File: src/rtl/cordic_iter_ctrl.sv
// Iterative CORDIC engine: one micro-rotation per clock in rotation or vector mode,
// with an IDLE/ITER/DONE valid-ready handshake around a single working register set.
module cordic_iter_ctrl #(
   parameter int unsigned ITERS = 16,
   parameter int unsigned MODE  = 0
) (
   input  logic               clk,
   input  logic               RST_N,
   input  logic               soft_clr,
   input  logic               in_valid,
   output logic               in_ready,
   input  logic signed [31:0] in_x,
   input  logic signed [31:0] in_y,
   input  logic signed [31:0] in_angle,
   output logic               out_valid,
   input  logic               out_ready,
   output logic signed [31:0] out_x,
   output logic signed [31:0] out_y,
   output logic signed [31:0] out_angle,
   output logic               busy,
   output logic [4:0]         iter_cnt
);

   typedef enum logic [1:0] {StIdle, StIter, StDone} state_e;

   // round(atan(2^-i) * 2^31 / pi), full turn = 2^32
   localparam logic [31:0] AtanTable [32] = '{
      32'h2000_0000, 32'h12E4_051E, 32'h09FB_385B, 32'h0511_11D4,
      32'h028B_0D43, 32'h0145_D7E1, 32'h00A2_F61E, 32'h0051_7C55,
      32'h0028_BE53, 32'h0014_5F2F, 32'h000A_2F98, 32'h0005_17CC,
      32'h0002_8BE6, 32'h0001_45F3, 32'h0000_A2FA, 32'h0000_517D,
      32'h0000_28BE, 32'h0000_145F, 32'h0000_0A30, 32'h0000_0518,
      32'h0000_028C, 32'h0000_0146, 32'h0000_00A3, 32'h0000_0051,
      32'h0000_0029, 32'h0000_0014, 32'h0000_000A, 32'h0000_0005,
      32'h0000_0003, 32'h0000_0001, 32'h0000_0001, 32'h0000_0000
   };

   localparam logic [4:0] LastIdx = 5'(ITERS - 1);

   state_e             state_q, state_d;
   logic signed [31:0] x_q, x_d, y_q, y_d, z_q, z_d;
   logic signed [31:0] x_sh, y_sh;
   logic [31:0]        atan_i;
   logic [4:0]         cnt_q, cnt_d;
   logic               add_y_to_x;

   assign x_sh   = x_q >>> cnt_q;
   assign y_sh   = y_q >>> cnt_q;
   assign atan_i = AtanTable[cnt_q];

   // Rotation mode drives z toward 0; vector mode drives y toward 0.
   assign add_y_to_x = (MODE == 0) ? z_q[31] : ~y_q[31];

   always_ff @(posedge clk or negedge RST_N) begin
      if (!RST_N) begin
         state_q <= StIdle;
      end else begin
         state_q <= state_d;
      end
   end

   always_ff @(posedge clk or negedge RST_N) begin
      if (!RST_N) begin
         x_q   <= '0;
         y_q   <= '0;
         z_q   <= '0;
         cnt_q <= '0;
      end else begin
         x_q   <= x_d;
         y_q   <= y_d;
         z_q   <= z_d;
         cnt_q <= cnt_d;
      end
   end

   always_comb begin
      state_d = state_q;
      cnt_d   = cnt_q;
      x_d     = x_q;
      y_d     = y_q;
      z_d     = z_q;
      if (soft_clr) begin
         // Abort keeps the working registers untouched.
         state_d = StIdle;
         cnt_d   = '0;
      end else begin
         unique case (state_q)
            StIdle: begin
               if (in_valid) begin
                  x_d     = in_x;
                  y_d     = in_y;
                  z_d     = in_angle;
                  cnt_d   = '0;
                  state_d = StIter;
               end
            end
            StIter: begin
               if (add_y_to_x) begin
                  x_d = x_q + y_sh;
                  y_d = y_q - x_sh;
                  z_d = z_q + $signed(atan_i);
               end else begin
                  x_d = x_q - y_sh;
                  y_d = y_q + x_sh;
                  z_d = z_q - $signed(atan_i);
               end
               cnt_d = cnt_q + 5'd1;
               if (cnt_q == LastIdx) begin
                  state_d = StDone;
               end
            end
            StDone: begin
               if (out_ready) begin
                  state_d = StIdle;
               end
            end
            default: state_d = StIdle;
         endcase
      end
   end

   assign in_ready  = (state_q == StIdle);
   assign out_valid = (state_q == StDone);
   assign busy      = (state_q != StIdle);
   assign iter_cnt  = cnt_q;
   assign out_x     = x_q;
   assign out_y     = y_q;
   assign out_angle = z_q;

endmodule

File: config.mk
export PLATFORM = sky130hd
export DESIGN_NAME = cordic_iter_ctrl
export DESIGN_NICKNAME = d
export VERILOG_FILES = /design/src/rtl/cordic_iter_ctrl.sv
export SDC_FILE = /design/constraint.sdc
export NUM_CORES = 1
export LEC_CHECK = 0
export ABC_AREA = 1
export CORE_UTILIZATION = 53
export DETAILED_ROUTE_END_ITERATION = 7
export PLACE_DENSITY = 0.82
export REMOVE_ABC_BUFFERS = 1
export SKIP_CTS_REPAIR_TIMING = 1
export SLEW_MARGIN = 15
export SYNTH_ARGS = -nofsm -noshare
export SYNTH_HDL_FRONTEND = slang
export SYNTH_SLANG_ARGS = --single-unit
File: constraint.sdc
create_clock -name clk -period 4.4 [get_ports clk]
set_clock_uncertainty 0.05 [all_clocks]
set_input_delay 0.44 -clock clk [delete_from_list [all_inputs] [get_ports clk]]
set_output_delay 0.44 -clock clk [all_outputs]
set_load 0.005 [all_outputs]
==> results of run 1 <==
==> cell usage after synthesis, types with 3 or more instances <==
cell / n
a31oi_1: 27
a21oi_2: 8
inv_1: 245
o21ai_2: 3
buf_6: 17
buf_4: 10
nand3_1: 346
xnor2_1: 54
nand2_2: 22
o21ai_1: 19
nand3_2: 9
nand2_1: 813
o21a_1: 23
nor3_1: 16
o22ai_1: 10
o21ai_0: 178
a21o_1: 12
ha_1: 117
o31ai_1: 6
nand4_1: 21
dfrtp_1: 103
o21bai_1: 7
buf_1: 17
nor4_1: 8
nor2_1: 263
or2_2: 9
fa_1: 3
inv_2: 10
buf_2: 22
nor2_2: 11
clkbuf_1: 53
nand2_4: 3
a21boi_0: 3
nand3b_1: 5
a21oi_1: 166
o221ai_1: 10
o211ai_1: 30
xor2_1: 85
==> layer usage <==
| metal | wire length (um) | global-route usage | up-vias | part of all wire |
|---|---|---|---|---|
| met5 | 0 | 0 | - | 0 |
| met4 | 3860 | 0.208 | 0 | 0.055 |
| met3 | 5260 | 0.0473 | 293 | 0.075 |
| met2 | 33900 | 0.706 | 1252 | 0.48 |
| met1 | 27300 | 0.476 | 10300 | 0.39 |
| li1 | - | - | 10400 | - |
==> area by class of cell <==
cell class	instances	area [sq um]
multi-input combinational	2311	13600
fill	2323	6700
timing repair buffer	676	5900
sequential	103	2580
inverter	255	965
tap	396	495
clock buffer	11	243
clock inverter	5	63.8
==> where the power goes <==
part	internal (uW)	switching, uW	total, uW
registers	1280	537	1810
logic	7740	9080	16800
clock network	463	455	918
total	9480	10100	19500
==> worst paths after layout <==
check / endpoint / slack, ps / cells past startpoint
worst max-delay path: out_y[30] / -170 / 27
worst min-delay path: out_y[3] / 20 / 1
worst max register to register: out_y[30] / -170 / 27
worst min register to register: out_angle[7] / 500 / 1
max in group asynchronous: out_x[28] / 3340 / 2
min in group clk: out_angle[7] / 500 / 1
==> metrics by stage <==
step | cell area [sq um] | total power [uW] | utilization
after floorplan | 15800 | 9560 | -
after detailed placement | 21900 | 16200 | 0.715
after global routing | 23900 | 21000 | 0.781
after global placement | 21900 | 15900 | 0.715
after CTS | 22200 | 17300 | 0.725
final | 23900 | 19500 | 0.781
==> worst register-to-register path, stage by stage (launching register included) <==
cell and delay (ps):
dfrtp_2 460, buf_4 170, clkbuf_16 190, nand2_1 90
buf_4 130, nand3_1 90, nand2_1 80, nand2_1 80
nand3_1 170, nand2_2 110, nor2_1 120, nand2_1 130
nor2_4 220, a21oi_2 120, a21oi_4 210, buf_4 150
nand2_1 60, xnor2_1 140, ha_1 350, nand2_1 120
nor2_2 160, inv_2 70, nor4_4 310, nand3_1 140
nand3_1 100, nand2_1 70, o221ai_2 250, o21ai_1 120
==> kinds of logic after synthesis <==
| family | share of synthesized area |
|---|---|
| adders and majority gates | 0.0924 |
| and+or+nand+nor | 0.397 |
| AOI/OAI and AO/OA | 0.182 |
| xor gates and xnor gates | 0.0738 |
| DFF | 0.156 |
| buffers and inverters | 0.0977 |
==> sequential cells by signal, summed over array words and instances, names as in the netlist <==
register	count
out_x	32
out_angle	32
state_q	2
iter_cnt	5
out_y	32
==> results.yml, run 1 <==
timing:
  rsz0062_at_grt: "true"
  max_slew_margin: 0.550
  tns_ps: -2150
  hold_viol: 0
  slew_viol_final: 0
  finalSetupViolations: 25
  worstMarginPinSlew_ps: 675
  whs_ps: 22.0
  setup_ws_ps: -170
  max_freq_mhz: 219
  period_needed_ps: 4570
  min_period_over_period: 1.04
yosys:
  synth.distinct_cells: 58
  ys_top_cells_by_area: "nand2_1 19%, dfrtp_1 16%, nand3_1 11%, ha_1 8.9%, nor2_1 6.0%"
  synth-main-ff-cell: "dfrtp_1"
  yosys_warnings: 0
  syn_area_sq_um: 16500
  yosysTopAreaCell: "nand2_1"
  synth_top_area_frac: 0.185
  async_reset_ff_frac: 1.00
  syn_area_per_cell_sq_um: 5.91
  ys_seq_area_frac: 0.156
  synth-edff-count: 0
  ys_ff_latch: 103
  syn_inst: 2789
final_layout:
  final_common_cell: "nand2_1"
  layout_common_cells: "765 x nand2_1, 444 x buf_4, 310 x nand3_1"
  fin_cells: 3757
  syn_to_final_growth_pct: 44.9
  final_layout_size_suffix_gt1_frac: 0.249
  antenna_cells: 0
  fin_nets: 3577
floorplan:
  dieArea_sq_um: 31800
  start_util: 0.539
  ios: 205
  rows: 64
  die_w_um: 178
  die_h_um: 178
  core_area_sq_um: 30600
placed_design:
  globalplace.congestion: 0.990
  place.detailed.hpwl_mm: 51.7
  dp.cells: 3707
  io_buffer_count: 204
  dp_slack_ps: -394
drt:
  route.detailed.drc: 0
  drtIter0Drc: 2272
  totalWireLength_mm: 70.3
  vias: 22200
  vias_per_cell: 5.92
  final_antenna_net_count: 0
  post_drt_wl_per_cell_um: 18.7
  drt_pass1_iterations: 7
clocking:
  numCtsBuffers: 9
  cts_tree: "built"
  cts_sinks: 103
  cts-root-buf: "clkbuf_16"
  cts_buffer_depth: 2
  clk_pin_slew_ps: 90
  clk_latency_ps: 410
  cts-htree-levels: 3
critical_path:
  regToRegStartpoint: "iter_cnt[1]"
  worst_path_largest_cell_delay_ps: 460
  cp-startpoint: "iter_cnt[1]"
  arrival_ps: 4790
  cp.buffers_inverters: 5
  crit_top_cell: "nand2_1"
  endpoint_kind: "flip-flop"
  start_kind: "flip-flop"
  path_delay_family: "simple AND/OR/NAND/NOR gates"
  cp.required_ps: 4620
  critPathMaxFanout: 18
  critPathKind: "flip-flop to flip-flop"
  critPathSlowestCell: "dfrtp_2"
worst_hold_path:
  min_path_type: "primary input to async pin"
status:
  violations: "setup timing"
  status: "complete, but fails checks"
global_routing:
  grt_pass1_vias: 20200
  antenna_found_initial: 0
  grt_overflow_total: 0
  grt_max_degree: 119
  grt_usage: 0.401
  grt_pass1_wl_mm: 101
flow_run:
  drv_cap: 0
power:
  ir_drop_mv: 0.684
  power-per-cell-area_nw_per_um2: 818
  leakage_uw: 0.0119
(Power assumes the default switching activity.)
==> run 2, diff against run 1 <==
Settings changed: CORE_ASPECT_RATIO set to 1.1.
==> run 2 against run 1 <==
Against the previous run:
- the run still ends with setup timing left
- fmax fell by 1.2%
- worst hold slack improved by 31 ps
- register-to-register slack got worse by 60 ps
- clock power rose by 2%
- non-clock buffer count fell by 11
- utilization fell by 0.50 points
- routed wire length fell by 1.1%
- cell count rose by 0.21%
- critical path depth fell by 2
- design area fell by 0.89%
- critical path type unchanged
==> results.yml, run 2 (synthesis results as in run 1) <==
status:
  status: "complete, but fails checks"
  violations: "setup timing"
critical_path:
  cp-startpoint: "iter_cnt[0]"
  path_delay_family: "compound AO/OA/AOI/OAI gates"
  ff2ff_setup_slack_ps: -230
  start_kind: "flip-flop"
  arrival_ps: 4870
  worst_path_largest_cell_delay_ps: 490
  critPathKind: "flip-flop to flip-flop"
  crit_path_end: "out_angle[30]"
  reg2reg_depth: 25
  critPathSlowestCell: "dfrtp_2"
  critPathMaxFanout: 8
  cp.required_ps: 4650
  regToRegStartpoint: "iter_cnt[0]"
  cp.buffers_inverters: 5
  crit_top_cell: "buf_4"
  r2r-end: "out_angle[30]"
  endpoint_kind: "flip-flop"
  path_depth: 25
floorplan:
  die_w_um: 170
  dieArea_sq_um: 31800
  start_util: 0.540
  ios: 205
  core_area_sq_um: 30500
  die_h_um: 187
  rows: 67
power:
  leakage_uw: 0.0118
  combinationalPowerShare: 0.856
  power-per-cell-area_nw_per_um2: 807
  power_frac_seq: 0.095
  p_int_uw: 9170
  switching_share: 0.520
  p_switching_uw: 9930
  p_clk_frac: 0.049
  ir_drop_mv: 0.660
final_layout:
  syn_to_final_growth_pct: 43.6
  postLayoutCellArea_sq_um: 23700
  fillerInstances: 2440
  postLayoutCoreUtil: 0.776
  fin_cells: 3765
  layout_common_cells: "770 x nand2_1, 433 x buf_4, 325 x nand3_1"
  final_common_cell: "nand2_1"
  final_layout_size_suffix_gt1_frac: 0.238
  fin_nets: 3566
timing:
  tns_ps: -2080
  worstMarginPinSlew_ps: 969
  rsz0062_at_grt: "true"
  finalSetupViolations: 20
  hold_viol: 0
  max_freq_mhz: 216
  slew_viol_final: 0
  min_period_over_period: 1.05
  max_slew_margin: 0.354
  setup_ws_ps: -226
  period_needed_ps: 4630
clocking:
  cts_tree: "built"
  clk_latency_ps: 410
  cts_sinks: 103
  cts-root-buf: "clkbuf_16"
  cts_buffer_depth: 2
  clk_pin_slew_ps: 90
  cts-htree-levels: 3
  numCtsBuffers: 9
flow_run:
  drv_cap: 0
global_routing:
  grt_max_degree: 101
  grt_usage: 0.408
  grt_pass1_vias: 21000
  grt_pass1_wl_mm: 103
  grt_overflow_total: 0
  antenna_found_initial: 1
placed_design:
  place_area_sq_um: 21800
  place.detailed.hpwl_mm: 51.4
  globalplace.congestion: 1.04
  dp.cells: 3717
  io_buffer_count: 204
drt:
  post_drt_wl_per_cell_um: 18.5
  vias_per_cell: 5.88
  drtIter0Drc: 2236
  vias: 22100
  route.detailed.drc: 0
  final_antenna_net_count: 0
  totalWireLength_mm: 69.5
  drt_pass1_iterations: 7
worst_hold_path:
  min_path_type: "primary input to async pin"
run 2: changes by cell type in the layout (fill, tap and decap cells not counted), moves of 4 or more:
cell     delta
buf_12      -6
buf_4      -11
ha_1        +5
ha_2        -4
nand2_1     +5
nand2_2     -6
nand3_1    +15
nand3_2    -18
nor2_2      -4
o21ai_0     +9
o21ai_1    -14
o21ai_2     +4
run 2: worst min path at each step:
stage,start,to,slack [ps],cells past startpoint
final,RST_N,out_angle[1],50,1
after floorplan,RST_N,iter_cnt[0],90,0
after detailed placement,out_angle[17],out_angle[17],460,2
after global routing,RST_N,out_angle[1],110,1
after CTS,RST_N,out_angle[2],70,1
after global placement,out_angle[17],out_angle[17],460,2
run 2: cell type report:
cell class / count / area [sq um] / share of cell area
multi-input combinational: 2311 / 13500 / 0.569
tap: 414 / 518 / 0.0219
timing repair buffer: 665 / 5830 / 0.246
clock inverter: 7 / 78.8 / 0.00333
clock buffer: 9 / 225 / 0.00951
antenna: 1 / 2.50 / 0.000106
sequential: 103 / 2580 / 0.109
inverter: 255 / 972 / 0.0411
run 2: routing by layer:
| layer | share of wire | up-vias | routed length (um) | GRT usage |
|---|---|---|---|---|
| met1 | 0.38 | 10300 | 26500 | 0.469 |
| met4 | 0.062 | 0 | 4320 | 0.223 |
| li1 | - | 10400 | - | - |
| met3 | 0.074 | 324 | 5130 | 0.0624 |
| met2 | 0.48 | 1147 | 33600 | 0.716 |
| met5 | 0 | - | 0 | 0 |
run 2: power by group through the flow:
stage          logic (uW)  clock network, uW  registers (uW)
2_1_floorplan        7850                  0            1710
3_3_place_gp        13800                  0            1770
3_5_place_dp        14100                  0            1780
4_1_cts             14200                926            1760
5_1_grt             17700                957            1820
6_report            16400                933            1810
run 2: metrics by stage:
| step | setup slack (ps) | power (uW) | hold WS [ps] |
|---|---|---|---|
| 2_1_floorplan | -2480 | 9560 | 94.4 |
| 3_3_place_gp | -398 | 15500 | 456 |
| 3_5_place_dp | -435 | 15900 | 464 |
| 4_1_cts | -492 | 16900 | 70.5 |
| 5_1_grt | -533 | 20500 | 111 |
| 6_report | -226 | 19100 | 53.3 |
